`src/rtl/regfile_pkg.sv`:
```
// Shared constants and requester IDs for the register-file read-port arbiter.
package regfile_pkg;

    localparam int unsigned IDX_W = 3;
    localparam int unsigned DAT_W = 16;
    localparam int unsigned NREGS = 8;

    typedef enum logic [1:0] {
        RQ_OPA = 2'd0,
        RQ_OPB = 2'd1,
        RQ_BR  = 2'd2,
        RQ_DBG = 2'd3
    } rq_id_e;

endpackage

```
`src/rtl/rr_pick.sv`:
```
// Round-robin picker: first set bit of eligible searching upward from ptr+1, wrapping.
module rr_pick #(
    parameter int unsigned NREQ = 4,
    parameter int unsigned ID_W = 2
) (
    input  logic [NREQ-1:0] eligible,
    input  logic [ID_W-1:0] ptr,
    output logic            found,
    output logic [ID_W-1:0] win
);

    localparam int unsigned SW = ID_W + 1;

    logic [SW-1:0]     base;
    logic [2*NREQ-1:0] ext;
    logic [NREQ-1:0]   rot;
    logic [SW-1:0]     enc;
    logic [SW:0]       sum;

    // Rotate so ptr+1 sits at bit 0, priority-encode the lowest bit, then un-rotate.
    always_comb begin
        base  = SW'(ptr) + SW'(1);
        ext   = {eligible, eligible} >> base;
        rot   = ext[NREQ-1:0];
        found = |rot;
        enc   = '0;
        for (int i = NREQ - 1; i >= 0; i--) begin
            if (rot[i]) enc = SW'(i);
        end
        sum = (SW+1)'(base) + (SW+1)'(enc);
        if (sum >= (SW+1)'(NREQ)) sum = sum - (SW+1)'(NREQ);
        win = ID_W'(sum);
    end

endmodule

```
`src/rtl/regfile_rd_arbiter.sv`:
```
// Round-robin arbiter sharing the single register-file read port; 2-stage pipeline
// (grant + index, then tagged response capture).
module regfile_rd_arbiter
    import regfile_pkg::*;
#(
    parameter int unsigned NREQ = 4,
    parameter int unsigned ID_W = 2
) (
    input  logic                  clk,
    input  logic                  rst_n,
    input  logic [NREQ-1:0]       req,
    input  logic [IDX_W*NREQ-1:0] req_idx,
    input  logic                  stall,
    output logic [NREQ-1:0]       gnt,
    output logic [IDX_W-1:0]      reg_idx,
    input  logic [DAT_W-1:0]      reg_dat,
    output logic                  rsp_valid,
    output logic [ID_W-1:0]       rsp_id,
    output logic [DAT_W-1:0]      rsp_data
);

    logic [NREQ-1:0]  gnt_q,       gnt_d;
    logic [IDX_W-1:0] reg_idx_q,   reg_idx_d;
    logic [ID_W-1:0]  rr_ptr_q,    rr_ptr_d;
    logic [ID_W-1:0]  s1_id_q,     s1_id_d;
    logic             s1_vld_q,    s1_vld_d;
    logic             rsp_valid_q, rsp_valid_d;
    logic [ID_W-1:0]  rsp_id_q,    rsp_id_d;
    logic [DAT_W-1:0] rsp_data_q,  rsp_data_d;

    logic [NREQ-1:0]  eligible_c;
    logic             found_c;
    logic [ID_W-1:0]  win_c;
    logic [IDX_W-1:0] win_idx_c;

    // A requester granted this cycle is masked so it cannot win twice back to back.
    assign eligible_c = req & ~gnt_q;

    rr_pick #(
        .NREQ (NREQ),
        .ID_W (ID_W)
    ) u_rr_pick (
        .eligible (eligible_c),
        .ptr      (rr_ptr_q),
        .found    (found_c),
        .win      (win_c)
    );

    // Select the winning requester's register index from the packed index bus.
    always_comb begin
        win_idx_c = '0;
        for (int i = 0; i < NREQ; i++) begin
            if (ID_W'(i) == win_c) win_idx_c = req_idx[IDX_W*i +: IDX_W];
        end
    end

    // Next-state: stage 0 arbitration and stage 1 response capture.
    always_comb begin
        gnt_d       = '0;
        s1_vld_d    = 1'b0;
        s1_id_d     = s1_id_q;
        reg_idx_d   = reg_idx_q;
        rr_ptr_d    = rr_ptr_q;
        rsp_valid_d = s1_vld_q;
        rsp_id_d    = rsp_id_q;
        rsp_data_d  = rsp_data_q;

        if (!stall && found_c) begin
            gnt_d     = NREQ'(1) << win_c;
            reg_idx_d = win_idx_c;
            s1_id_d   = win_c;
            s1_vld_d  = 1'b1;
            rr_ptr_d  = win_c;
        end

        if (s1_vld_q) begin
            rsp_id_d   = s1_id_q;
            rsp_data_d = reg_dat;
        end
    end

    // Pipeline registers; reset drops any in-flight grant.
    always_ff @(posedge clk or negedge rst_n) begin
        if (!rst_n) begin
            gnt_q       <= '0;
            reg_idx_q   <= '0;
            rr_ptr_q    <= ID_W'(NREQ - 1);
            s1_id_q     <= '0;
            s1_vld_q    <= 1'b0;
            rsp_valid_q <= 1'b0;
            rsp_id_q    <= '0;
            rsp_data_q  <= '0;
        end else begin
            gnt_q       <= gnt_d;
            reg_idx_q   <= reg_idx_d;
            rr_ptr_q    <= rr_ptr_d;
            s1_id_q     <= s1_id_d;
            s1_vld_q    <= s1_vld_d;
            rsp_valid_q <= rsp_valid_d;
            rsp_id_q    <= rsp_id_d;
            rsp_data_q  <= rsp_data_d;
        end
    end

    assign gnt       = gnt_q;
    assign reg_idx   = reg_idx_q;
    assign rsp_valid = rsp_valid_q;
    assign rsp_id    = rsp_id_q;
    assign rsp_data  = rsp_data_q;

endmodule
```
`config.mk`:
```
export PLATFORM = sky130hd
export DESIGN_NAME = regfile_rd_arbiter
export DESIGN_NICKNAME = d
export VERILOG_FILES = /design/src/rtl/regfile_pkg.sv /design/src/rtl/rr_pick.sv /design/src/rtl/regfile_rd_arbiter.sv
export SDC_FILE = /design/constraint.sdc
export NUM_CORES = 1
export LEC_CHECK = 0
export ABC_AREA = 1
export CAP_MARGIN = 30
export CORE_MARGIN = 2
export CORE_UTILIZATION = 40
export CTS_BUF_LIST = sky130_fd_sc_hd__clkbuf_2 sky130_fd_sc_hd__clkbuf_4 sky130_fd_sc_hd__clkbuf_8
export DETAILED_ROUTE_END_ITERATION = 16
export MAX_ROUTING_LAYER = met4
export PLACE_DENSITY = 0.9
export RECOVER_POWER = 100
export SYNTH_ARGS = -nofsm -noshare
export SYNTH_HDL_FRONTEND = slang
export SYNTH_HIERARCHICAL = 1
export SYNTH_SLANG_ARGS = --single-unit
```
`constraint.sdc`:
```
create_clock -name clk -period 2 [get_ports clk]
set_input_delay 0.5 -clock clk [delete_from_list [all_inputs] [get_ports clk]]
set_output_delay 0.5 -clock clk [all_outputs]
set_load 0.005 [all_outputs]
```
==> Word-level counts from Yosys, hierarchy flattened <==
Cells that the tools add are included.
{ "classes": {"mul": 0, "reduce_logical": 4, "bitwise_logic": 2, "n_div": 0, "eq_ne": 3, "n_shift": 2, "add_sub_neg": 3, "mux": 11, "n_lt_le_gt_ge": 1} }
{ "ops": {"columns": ["cell", "n"], "rows": [
  ["3-bit 2-to-1 mux", 4],
  ["2-bit 2-to-1 mux", 5],
  ["8-bit by 3-bit >> shifter with 4-bit output", 1],
  ["3-bit by 2-bit adder with 4-bit output", 1],
  ["4-bit AND", 1],
  ["2-bit equality test, first input constant", 2],
  ["4-bit by 3-bit >= comparator with 1-bit output, second input constant", 1],
  ["4-bit 2-to-1 mux", 1],
  ["4-bit NOT", 1],
  ["4-bit OR reduction", 1],
  ["1-bit by 2-bit << shifter with 4-bit output, first input constant", 1],
  ["2-bit by 1-bit adder with 3-bit output, second input constant", 1],
  ["1-bit by 2-bit equality test with 1-bit output, first input constant", 1],
  ["2-bit zero test", 1],
  ["2-bit by 1-bit subtractor with 2-bit output, second input constant", 1],
  ["1-bit logical AND", 1],
  ["1-bit zero test", 1],
  ["1-bit 2-to-1 mux", 1]
]} }
{ "word_totals": {"ramBits": 0, "elab_cells": 34, "register_bits": 31, "latch_bits": 0, "mem_count": 0, "romBits": 0, "output_inout_bits": 26} }

==> Logic depth before layout (Yosys ltp) <==
Gate-level depths: netlist of the first run.
{ "logic_depth": {"word_depth": 15, "depth_mapped": 20, "depth_no_buf": 19} }

==> By module <==
Netlist of the first run, hierarchy kept.
{ "by_module_without_submodules": {"columns": ["module", "area_each_um2", "instances", "cells_per_inst"], "rows": [
  ["regfile_rd_arbiter", 1303.8, 1, 110],
  ["rr_pick", 170.2, 1, 38]
]} }

==> Worst setup path before layout of the first run <==
OpenSTA, ideal clock, no wires.
{ "synth_timing": {"kind": "reg-to-reg", "startpoint": "register rr_ptr_q[0]", "endpoint": "register reg_idx_q[0], in the netlist reg_idx[0]", "required_time_ps": 1884, "setup_ps": 116, "arrival_ps": 1991, "synth_period_minus_slack_ps": 2107, "slack_ps": -107, "stages_incl_launch_ff": 20, "cell_sequence": "dfstp_2 inv_2 nand2_1 nand3_1 nand2_1 nand3_1 nand2_1 nand2_1 ha_1 xor2_1 inv_1 nand3_1 nand2_1 inv_1 buf_2 nand2_1 nor2_1 nor2_1 nand2_1 nand2_1"} }
{ "synth_via": {"elab_chain_len": 14, "word_cells_on_any_way": 20, "classes_between": "3 x add/sub; 1 x order compare; 3 x eq/ne; 1 x shift; 9 x mux; 3 x reduce/logical"} }
{ "synth_rtl": {"columns": ["item", "line", "rtl"], "rows": [
  ["start: declaration", "regfile_rd_arbiter.sv:24", "logic [ID_W-1:0] rr_ptr_q, rr_ptr_d;"],
  ["start signal: assignment", "regfile_rd_arbiter.sv:87", "rr_ptr_q <= ID_W'(NREQ - 1);"],
  ["start signal: assignment", "regfile_rd_arbiter.sv:96", "rr_ptr_q <= rr_ptr_d;"],
  ["2-bit by 1-bit adder with 3-bit output (*)", "rr_pick.sv:22", "base = SW'(ptr) + SW'(1);"],
  ["8-bit by 3-bit >> shifter with 4-bit output", "rr_pick.sv:23", "ext = {eligible, eligible} >> base;"],
  ["2-bit 2-to-1 mux (4 in series)", "rr_pick.sv:28", "if (rot[i]) enc = SW'(i);"],
  ["3-bit by 2-bit adder with 4-bit output (*)", "rr_pick.sv:30", "sum = (SW+1)'(base) + (SW+1)'(enc);"],
  ["4-bit by 3-bit >= comparator with 1-bit output / 2-bit by 1-bit subtractor with 2-bit output (equally long branches)", "rr_pick.sv:31", "if (sum >= (SW+1)'(NREQ)) sum = sum - (SW+1)'(NREQ);"],
  ["2-bit 2-to-1 mux (*)", "rr_pick.sv:31", null],
  ["named net win_c[1]", "regfile_rd_arbiter.sv:33", "logic [ID_W-1:0] win_c;"],
  ["2-bit zero test", "regfile_rd_arbiter.sv:53", "if (ID_W'(i) == win_c) win_idx_c = req_idx[IDX_W*i +: IDX_W];"],
  ["3-bit 2-to-1 mux (3 in series)", "regfile_rd_arbiter.sv:53", null],
  ["3-bit 2-to-1 mux (*)", "regfile_rd_arbiter.sv:53", null],
  ["end signal: assignment", "regfile_rd_arbiter.sv:95", "reg_idx_q <= reg_idx_d;"],
  ["end: declaration", "regfile_rd_arbiter.sv:23", "logic [IDX_W-1:0] reg_idx_q, reg_idx_d;"]
]} }
The timed path passes the listed nets; every way through them passes the cells marked *.
A chain may end at the register's enable or synchronous reset.

==> Worst setup path after layout of the first run <==
{ "layout_timing": {"startpoint": "register rr_ptr_q[0]", "endpoint": "register gnt_q[0], in the netlist gnt[0]"} }
{ "layout_via": {"elab_chain_len": 11, "word_cells_on_any_way": 14, "classes_between": "3 x add/sub; 1 x order compare; 2 x shift; 6 x mux; 2 x reduce/logical"} }
{ "layout_rtl": {"columns": ["item", "line", "rtl"], "rows": [
  ["2-bit by 1-bit adder with 3-bit output (*)", "rr_pick.sv:22", null],
  ["8-bit by 3-bit >> shifter with 4-bit output", "rr_pick.sv:23", null],
  ["2-bit 2-to-1 mux (4 in series)", "rr_pick.sv:28", null],
  ["3-bit by 2-bit adder with 4-bit output (*)", "rr_pick.sv:30", null],
  ["4-bit by 3-bit >= comparator with 1-bit output / 2-bit by 1-bit subtractor with 2-bit output (equally long branches)", "rr_pick.sv:31", null],
  ["2-bit 2-to-1 mux (*)", "rr_pick.sv:31", null],
  ["named net win_c[1]", "regfile_rd_arbiter.sv:33", null],
  ["1-bit by 2-bit << shifter with 4-bit output (*)", "regfile_rd_arbiter.sv:69", "gnt_d = NREQ'(1) << win_c;"],
  ["4-bit 2-to-1 mux (*)", "regfile_rd_arbiter.sv:68", "if (!stall && found_c) begin"],
  ["named net gnt_d[0]", "regfile_rd_arbiter.sv:22", "logic [NREQ-1:0] gnt_q, gnt_d;"],
  ["end signal: assignment", "regfile_rd_arbiter.sv:94", "gnt_q <= gnt_d;"],
  ["end: declaration", "regfile_rd_arbiter.sv:22", null]
]} }
Marks and branches as above.

==> key figures, run 1 <==
CTS
  • Largest buffer count on any clock path: 2
  • Num CTS Buffers: 5
  • Hold_buf cts: 0
  • Clk root buf: clkbuf_8
  • Clk_lat worst skew: 0.28 ns
  • CTS tree: built
  • Clock Sinks: 31
  • Clock transition at path regs: 0.07 ns
  • H-tree depth: 2

Global route
  • Vias in the first global route: 1234
  • Routing usage on met3: 6.77%
  • GR Util met1: 21.0%
  • Largest net degree at the start of global routing: 32
  • GRT Overall Usage: 18.2%
  • Initial antenna violation count: 0
  • Busiest grt layer: met2
  • Grt total ovfl: 0
  • First-pass GRT wire length: 5620 µm
  • Met2 Resource Use GR: 29.9%

STA
  • Final setup margin: -0.222 ns
  • Final min period: 2.22 ns
  • RSZ-0062 raised after global routing: yes
  • Setup TNS: -1.25 ns
  • Worst Max-Slew Pin Slew: 0.737 ns
  • Worst slew margin relative to its limit: 50.9%
  • Worst clock skew: 0.00676 ns
  • Finish-stage setup viols: 9
  • Post-route clock period utilization: 111%
  • Fmax: 0.450 GHz
  • Hold slack final: 0.478 ns
  • Max-slew violations: 0
  • Final Hold Fails: 0

Final layout
  • Commonest cells after routing, fill and taps aside: 29 x dfrtp_1, 28 x nand2_1, 28 x clkdlybuf4s50_1, 28 x dlygate4sd3_1, 10 x nand3_1
  • Design area: 2460 µm²
  • Antenna cells: 0
  • Share of cells above drive strength 1: 34.4%
  • Final nets: 262
  • Commonest non-fill, non-tap cell in the layout: dfrtp_1
  • Sequential Area: 778 µm²
  • # fillers: 295
  • Multi-input logic area: 716 µm²
  • P&R area growth vs syn: 67.0%

Logic synthesis
  • Syn Area/Cell: 9.96 µm²
  • Cells after Synth: 148
  • Distinct cells, synth: 19
  • Syn_nets: 184
  • Sequential share of the synthesized area: 52.8%
  • Warnings, synthesis: 6
  • Post-Syn Area: 1470 µm²
  • Seq cells post-synth: 31

Die
  • I/O Pins: 61
  • Chip width: 64.7 µm
  • DIE AREA: 4190 µm²
  • Chip height: 64.7 µm
  • Initial Util: 40.9%
  • Core Box Area: 3610 µm²
  • Std-Cell Rows: 22

Worst setup path
  • Crit path required time: 2.17 ns
  • Critical path arrival: 2.39 ns
  • CP Class: reg -> reg
  • Startpoint types: register
  • Endpoint class of the critical path: register
  • Crit path max fanout: 8

Status
  • Violated checks: negative setup slack
  • Outcome: complete, but fails checks

Routing
  • Via Count: 1281
  • DRC violations left: 0
  • Drt pass-1 iters: 4
  • Via/cell ratio: 4.66
  • 1st-iter DRT viols: 46
  • Drt total wl: 3570 µm
  • DR WL/cell: 13.0 µm
  • Remaining antenna violation count: 0

Placement
  • DPL Wire Length: 2410 µm
  • Area after DPL: 2190 µm²
  • GPL Wtd Cong: 0.790
  • Buffers on Ports: 60

Job
  • Max capacitance violation total: 0

Power and ir drop
  • Maximum VDD drop: 0.903 mV
  • Switching pwr: 1750 µW
  • Comb pwr share: 61.7%
  • Clock share of power: 14.3%
  • Reg power frac: 24.0%
  • Internal power: 2580 µW
  • P_leak: 0.00115 µW
  • Tot Pwr: 4330 µW
  • Pwr Density: 1760 nW/µm²
  • Sw Share: 40.4%

Min path
  • Worst Hold Class: reg -> reg
-- registers in the layout, indices dropped and copies added, names as in the netlist --
name / flops
gnt: 4
reg_idx: 3
rr_ptr_q: 2
rsp_data: 16
rsp_id: 2
rsp_valid: 1
rsp_valid_d: 1
s1_id_q: 2
-- layout make-up --
type / count / share of cell area (%)
well taps: 48 / 2.44
clock buffers: 6 / 3.36
inverters: 14 / 2.59
clock inverters: 2 / 1.42
repair buffers: 75 / 29.3
flip-flops and latches: 31 / 31.6
repair inverters: 1 / 0.203
multi-input cells: 98 / 29.1
-- path summary, 6_finish.rpt --
check | from | to | slack, ns | depth (start not counted)
min | reg_idx[1] | reg_idx[1] | 0.48 | 2
max | rr_ptr_q[0] | gnt[0] | -0.22 | 14
max in group asynchronous | rst_n | rsp_data[14] | 0.70 | 2
max reg2reg | rr_ptr_q[0] | gnt[0] | -0.22 | 14
min in group asynchronous | rst_n | reg_idx[2] | 0.83 | 2
min reg2reg | reg_idx[1] | reg_idx[1] | 0.48 | 2
-- power groups by stage --
stage	combinational (µW)	clock [µW]	sequential, µW
floorplan	1340	0	1030
global placement	1960	0	1040
detailed placement	2020	0	1050
CTS	2390	647	1050
global route	2920	671	1070
finish	2670	620	1040
-- through the flow --
stage / utilization, % / setup slack [ns] / cells
floorplan: - / -0.0306 / 148
global placement: 60.8 / -0.701 / 261
detailed placement: 60.8 / -0.802 / 261
CTS: 66.8 / -0.175 / 272
global route: 68.3 / -0.367 / 275
finish: 68.3 / -0.222 / 275
-- cells in the mapped netlist --
| cell type | n | share of area (%) |
|---|---|---|
| buf_4 | 1 | 0.51 |
| buf_6 | 2 | 1.5 |
| nor3_1 | 1 | 0.34 |
| ha_1 | 1 | 0.85 |
| mux2_4 | 10 | 10 |
| nand3_1 | 17 | 5.8 |
| inv_1 | 10 | 2.5 |
| buf_12 | 1 | 1.4 |
| nor2_1 | 14 | 3.6 |
| dfstp_2 | 2 | 3.6 |
| dfrtp_1 | 29 | 49 |
| o21ai_0 | 3 | 1.0 |
| inv_2 | 3 | 0.76 |
| nor2_4 | 1 | 0.76 |
| clkinv_1 | 1 | 0.25 |
| mux2_2 | 8 | 6.1 |
| xor2_1 | 1 | 0.59 |
| nand2_1 | 42 | 11 |
| buf_2 | 1 | 0.34 |
-- critical path, stage by stage, from the launching register on --
cell      delay, ns
dfstp_2        0.61
buf_6          0.12
nand2_2        0.07
nand3_2        0.08
nand2_1        0.07
nand2_1        0.08
nand2_2        0.06
ha_4           0.16
xor2_2         0.15
inv_1          0.07
nand3_2        0.06
nand2_2        0.09
clkinv_4       0.11
buf_6          0.14
nor3_1         0.24
-- cells by family after synthesis --
kind of cell             share of synthesized area (%)
AND/OR/NAND/NOR                                   21.1
flip-flops                                        52.8
buffers and inverters                             7.30
multiplexers                                      16.3
AO/OA/AOI/OAI                                     1.02
XOR/XNOR                                         0.594
adder cells (fa/ha/maj)                          0.849
-- what timing repair did --
item / in CTS / in global routing
gates resized for setup: 27 / 22
pin swaps: 23 / 15
setup endpoints to repair: 11 / 11
cloned: 1 / 0
setup buffers: 2 / 3
-- layer usage --
| metal | vias up | share of wire, % |
|---|---|---|
| li1 | 626 | - |
| met1 | 615 | 39 |
| met2 | 35 | 56 |
| met3 | 5 | 4.2 |
| met4 | 0 | 0.87 |
| met5 | - | 0 |
(Power assumes the default switching activity.)
==> run 2, diff against run 1 <==
--- a/config.mk
+++ b/config.mk
@@ -8,11 +8,11 @@
 export ABC_AREA = 1
 export CAP_MARGIN = 30
 export CORE_MARGIN = 2
-export CORE_UTILIZATION = 40
+export CORE_UTILIZATION = 44
 export CTS_BUF_LIST = sky130_fd_sc_hd__clkbuf_2 sky130_fd_sc_hd__clkbuf_4 sky130_fd_sc_hd__clkbuf_8
 export DETAILED_ROUTE_END_ITERATION = 16
-export MAX_ROUTING_LAYER = met4
-export PLACE_DENSITY = 0.9
+export GPL_ROUTABILITY_DRIVEN = 0
+export PLACE_DENSITY = 0.93
 export RECOVER_POWER = 100
 export SYNTH_ARGS = -nofsm -noshare
 export SYNTH_HDL_FRONTEND = slang
==> constraint.sdc (replaced) <==
create_clock -name clk -period 2.3 [get_ports clk]
set_input_delay 0.575 -clock clk [delete_from_list [all_inputs] [get_ports clk]]
set_output_delay 0.575 -clock clk [all_outputs]
set_load 0.005 [all_outputs]
==> run 2 against run 1 <==
  * The run now ends clean
  * Largest cell class unchanged
  * Flip-flop and latch count unchanged
  * Design area down 5.6%
  * Clock skew up 0.0053 ns
  * Highest routed layer unchanged
  * Largest power group unchanged
==> key figures, run 2 (synthesis results as in run 1) <==
Routing
  • Drt total wl: 3690 µm
  • Drt pass-1 iters: 4
  • Via/cell ratio: 4.78
  • Remaining antenna violation count: 0
  • DR WL/cell: 13.6 µm
  • Via Count: 1296
  • 1st-iter DRT viols: 63
  • DRC violations left: 0

CTS
  • Clk root buf: clkbuf_4
  • Largest buffer count on any clock path: 2
  • Num CTS Buffers: 5
  • Clk_lat worst skew: 0.33 ns
  • Clock Sinks: 31
  • H-tree depth: 2
  • CTS tree: built
  • Clock transition at path regs: 0.11 ns

Power and ir drop
  • Maximum VDD drop: 0.853 mV
  • P_leak: 0.00108 µW
  • Pwr Density: 1480 nW/µm²

Placement
  • Dpl cells: 257
  • DPL Wire Length: 2390 µm
  • Area after DPL: 2140 µm²
  • Buffers on Ports: 60

Die
  • Chip height: 61.9 µm
  • Chip width: 61.9 µm
  • DIE AREA: 3830 µm²
  • I/O Pins: 61
  • Initial Util: 44.9%
  • Core Box Area: 3280 µm²
  • Std-Cell Rows: 21

Worst setup path
  • Worst r2r path cells: 17
  • Crit path required time: 2.52 ns
  • Endpoint class of the critical path: register
  • Family with the most delay on the worst path: simple AND/OR/NAND/NOR gates
  • Slowest stage delay, CP: 0.62 ns
  • CP Buf/Inv Count: 4
  • Crit path top cell by count: nand2_1
  • Start of the worst register-to-register path: rr_ptr_q[0]
  • R2R Setup Slk: 0.06 ns
  • Crit path max fanout: 7
  • CP Class: reg -> reg
  • Slowest cell on crit path: dfstp_2
  • FF-to-FF End: reg_idx[0]
  • Startpoint types: register
  • Worst path cell trace: buf_6 -> nand2_1 -> nand3_1 -> nand2_1 -> nand2_1 -> nand2_1 -> ha_2 -> xor2_2 -> inv_1 -> nand3_2 -> nand2_2 -> inv_4 -> buf_4 -> o21ai_2 -> nand3_1 -> nand2_1 -> nand2_1
  • Critical path arrival: 2.46 ns

Final layout
  • Layout Cells excl Fill: 271
  • Final nets: 260
  • Largest register FFs: 16
  • Multi-input logic area: 642 µm²
  • Commonest non-fill, non-tap cell in the layout: clkdlybuf4s50_1
  • Sequential Area: 778 µm²
  • Share of cells above drive strength 1: 26.7%
  • P&R area growth vs syn: 57.6%
  • Commonest cells after routing, fill and taps aside: 55 x clkdlybuf4s50_1, 36 x nand2_1, 29 x dfrtp_1
  • Final Core Density: 70.7%
  • Design area: 2320 µm²
  • Antenna cells: 0
  • # fillers: 267

STA
  • Worst clock skew: 0.0121 ns
  • Post-route clock period utilization: 97.5%
  • Setup TNS: 0 ns
  • RSZ-0062 raised after global routing: yes
  • Max-slew violations: 0
  • Worst slew margin relative to its limit: 31.8%
  • Fmax: 0.446 GHz
  • Final Hold Fails: 0
  • Worst Max-Slew Pin Slew: 1.02 ns
  • Final min period: 2.24 ns
  • Finish-stage setup viols: 0

Min path
  • Worst Hold Class: reg -> reg
  • Hold Path Depth: 2
  • Worst min-delay path startpoint: s1_id_q[1]
  • Hold Path End: s1_id_q[1]

Global route
  • Grt total ovfl: 0
  • Vias in the first global route: 1198
  • GRT Overall Usage: 19.7%
  • Initial antenna violation count: 0
  • First-pass GRT wire length: 5370 µm
  • Largest net degree at the start of global routing: 32

Status
  • Outcome: finished clean

Job
  • Max capacitance violation total: 0
==> run 2: cell types whose count changed in the layout (fill, tap and decap cells not counted), moves of 3 or more <==
cell / delta
dlygate4sd3_1: -27
inv_1: +5
buf_6: -3
nand2_1: +8
nand2_2: -5
clkdlybuf4s50_1: +27
inv_2: -4
nor2_4: -4
nand2_4: -3
clkbuf_8: -5
clkbuf_4: +5
==> run 2: layout make-up <==
cell class,count,share of cell area [%]
clock buffer,6,2.21
timing repair buffer,74,30.2
inverter,14,2.48
tap,46,2.48
sequential,31,33.5
clock inverter,2,1.51
multi-input combinational,98,27.6
==> run 2: per-stage QoR <==
stage               setup slack (ns)  power [µW]  hold WS (ns)
floorplan                      0.124        1930         0.279
global placement              -0.463        2550         0.457
detailed placement            -0.540        2600         0.458
CTS                           0.0875        3210         0.483
global route                 -0.0709        3720         0.496
finish                        0.0573        3440         0.478
==> run 2: power by group <==
group          internal, µW  switching, µW
clock                   257            185
combinational          1040           1060
sequential              763            140
==> run 2: layer usage <==
layer  GRT usage [%]  wire length [µm]  vias up
met1            23.5              1430      619
met2            34.0              2020       48
met3            7.25               188        6
met5               0                 0        -
li1                -                 -      623
met4            4.56                44        0
==> run 2: worst max-delay path by stage <==
| stage | from | end | slack (ns) | cells past startpoint |
|---|---|---|---|---|
| 6_report | rr_ptr_q[0] | reg_idx[0] | 0.06 | 17 |
| 5_1_grt | rr_ptr_q[0] | reg_idx[0] | -0.07 | 18 |
| 4_1_cts | rr_ptr_q[0] | reg_idx[0] | 0.09 | 18 |
| 3_5_place_dp | req[2] | reg_idx[2] | -0.54 | 20 |
| 3_3_place_gp | req[2] | reg_idx[1] | -0.46 | 20 |
| 2_1_floorplan | req[2] | reg_idx[0] | 0.12 | 20 |
==> run 2: repair_timing <==
| item | CTS | global route |
|---|---|---|
| endpoints found under the hold margin | 0 | 0 |
| endpoints found under the setup margin | 7 | 8 |
| setup buffers | 3 | 3 |
| pin swaps | 15 | 11 |
| gates resized for setup | 13 | 23 |
| hold buffers | 0 | 0 |
==> run 2: worst min-delay path: cells and delay by family (launching register included) <==
kind / cells / cell delay [ns]
flops: 1 / 0.35
simple gates: 2 / 0.10
==> run 3, diff against run 2 <==
--- a/config.mk
+++ b/config.mk
@@ -6,8 +6,7 @@
 export NUM_CORES = 1
 export LEC_CHECK = 0
 export ABC_AREA = 1
-export CAP_MARGIN = 30
-export CORE_MARGIN = 2
+export CORE_MARGIN = 1
 export CORE_UTILIZATION = 44
 export CTS_BUF_LIST = sky130_fd_sc_hd__clkbuf_2 sky130_fd_sc_hd__clkbuf_4 sky130_fd_sc_hd__clkbuf_8
 export DETAILED_ROUTE_END_ITERATION = 16
==> run 3 against run 2 <==
  * Via count fell by 1.3%
  * The flow now finishes with violations (negative setup slack)
  * Flip-flop and latch count did not move
  * Core utilization rose by 2.4 points
  * Design area fell by 2.3%
  * Sequential power rose by 0.8%
  * Final cell count fell by 3.0%
  * Largest cell class unchanged
  * Setup slack got worse by 0.11 ns
  * Die area fell by 6.4%
  * Clock skew fell by 0.0081 ns
  * Fmax fell by 4.6%
==> key figures, run 3 (synthesis results as in run 1) <==
Die
  • Initial Util: 47.5%
  • I/O Pins: 61
  • Core Box Area: 3100 µm²
  • DIE AREA: 3590 µm²
  • Chip height: 59.9 µm
  • Std-Cell Rows: 20
  • Chip width: 59.9 µm

Worst setup path
  • Family with the most delay on the worst path: simple AND/OR/NAND/NOR gates
  • R2R Setup Slk: -0.05 ns
  • Slowest stage delay, CP: 0.61 ns
  • Crit path required time: 2.53 ns
  • Startpoint types: register
  • Worst path cell trace: inv_4 -> nand2_1 -> nand3_1 -> nand3_2 -> nand2_1 -> nand2_1 -> ha_2 -> xor2_2 -> nand2_1 -> nand2_2 -> clkinv_4 -> buf_4 -> nand3_1 -> nand3_1 -> nand2_1 -> nand2_1
  • CP Buf/Inv Count: 3
  • Slowest cell on crit path: dfstp_2
  • Crit path max fanout: 7
  • Endpoint class of the critical path: register
  • Critical path arrival: 2.58 ns
  • Crit path top cell by count: nand2_1
  • CP Class: reg -> reg

Job
  • Max capacitance violation total: 0

CTS
  • H-tree depth: 2
  • Clk_lat worst skew: 0.32 ns
  • Num CTS Buffers: 5
  • Clock Sinks: 31
  • Clock transition at path regs: 0.09 ns
  • CTS tree: built
  • Largest buffer count on any clock path: 2
  • Clk root buf: clkbuf_4
  • Hold_buf cts: 0

Routing
  • DRC violations left: 0
  • Via/cell ratio: 4.86
  • Remaining antenna violation count: 0
  • WL met3: 164 µm
  • Drt total wl: 3740 µm
  • Met2 Routed Length: 2040 µm
  • 1st-iter DRT viols: 73
  • Via Count: 1279
  • DR WL/cell: 14.2 µm
  • Highest Signal Layer: met4
  • Met1 wire length: 1480 µm
  • Drt pass-1 iters: 4

Global route
  • First-pass GRT wire length: 5530 µm
  • GRT Overall Usage: 21.7%
  • Grt total ovfl: 0
  • Largest net degree at the start of global routing: 32
  • Initial antenna violation count: 0
  • Vias in the first global route: 1222

STA
  • RSZ-0062 raised after global routing: yes
  • Post-route clock period utilization: 102%
  • Finish-stage setup viols: 3
  • Max-slew violations: 0
  • Worst clock skew: 0.00394 ns
  • Worst slew margin relative to its limit: 51.2%
  • Final min period: 2.35 ns
  • Fmax: 0.425 GHz
  • Worst Max-Slew Pin Slew: 0.732 ns
  • Final setup margin: -0.0504 ns
  • Final Hold Fails: 0

Placement
  • DPL Wire Length: 2530 µm
  • Setup WS pre-CTS: -0.525 ns
  • Buffers on Ports: 60

Power and ir drop
  • Maximum VDD drop: 0.803 mV
  • Pwr Density: 1470 nW/µm²
  • Tot Pwr: 3330 µW
  • P_leak: 0.00107 µW

Final layout
  • Share of cells above drive strength 1: 24.2%
  • Largest register FFs: 16
  • Antenna cells: 0
  • Final nets: 254
  • P&R area growth vs syn: 54.1%
  • Commonest non-fill, non-tap cell in the layout: nand2_1
  • # fillers: 230
  • Commonest cells after routing, fill and taps aside: 36 x nand2_1, 30 x clkdlybuf4s50_1, 29 x dfrtp_1

Min path
  • Worst Hold Class: reg -> reg

Status
  • Violated checks: negative setup slack
  • Outcome: complete, but fails checks
[run 3: final cells by class]
cell class              count  area [µm²]  area share (%)
clock buffers               8        72.6            3.20
well taps                  44        55.1            2.42
inverters                  14        60.1            2.64
flip-flops and latches     31         778            34.3
multi-input cells          98         652            28.7
repair buffers             68         653            28.8
[run 3: power breakdown]
part	switching [µW]	total, µW	internal, µW
Sequential	148	910	763
Combinational	1100	2050	952
Clock	178	370	191
[run 3: routing by layer]
layer,vias to the layer above,track usage (%)
li1,609,-
met1,621,25.3
met2,42,38.1
met3,7,7.36
met4,0,5.65
met5,-,0
[run 3: final timing paths]
check,from,endpoint,cells after the start
min reg2reg,rsp_data[1],rsp_data[1],1
max,rr_ptr_q[0],reg_idx[2],16
max reg2reg,rr_ptr_q[0],reg_idx[2],16
max in group asynchronous,rst_n,rsp_data[3],2
min in group asynchronous,rst_n,rsp_data[4],2
min,rsp_data[1],rsp_data[1],1
[run 3: through the flow]
step | hold slack, ns | std cells | cell area, µm² | util [%] | setup TNS, ns
after floorplan | 0.279 | 148 | 1470 | - | 0
after global placement | 0.457 | 253 | 2120 | 68.3 | -3.26
after detailed placement | 0.460 | 253 | 2120 | 68.3 | -3.92
after CTS | 0.484 | 262 | 2220 | 71.6 | 0
after global routing | 0.520 | 263 | 2270 | 73.2 | -0.684
final | 0.488 | 263 | 2270 | 73.2 | -0.106
[run 3: what timing repair did]
action | 4_1_cts | 5_1_grt
buffers inserted | 1 | 1
hold endpoints to repair | 0 | 0
gates resized for setup | 15 | 23
pin swaps | 18 | 11
setup endpoints to repair | 7 | 6
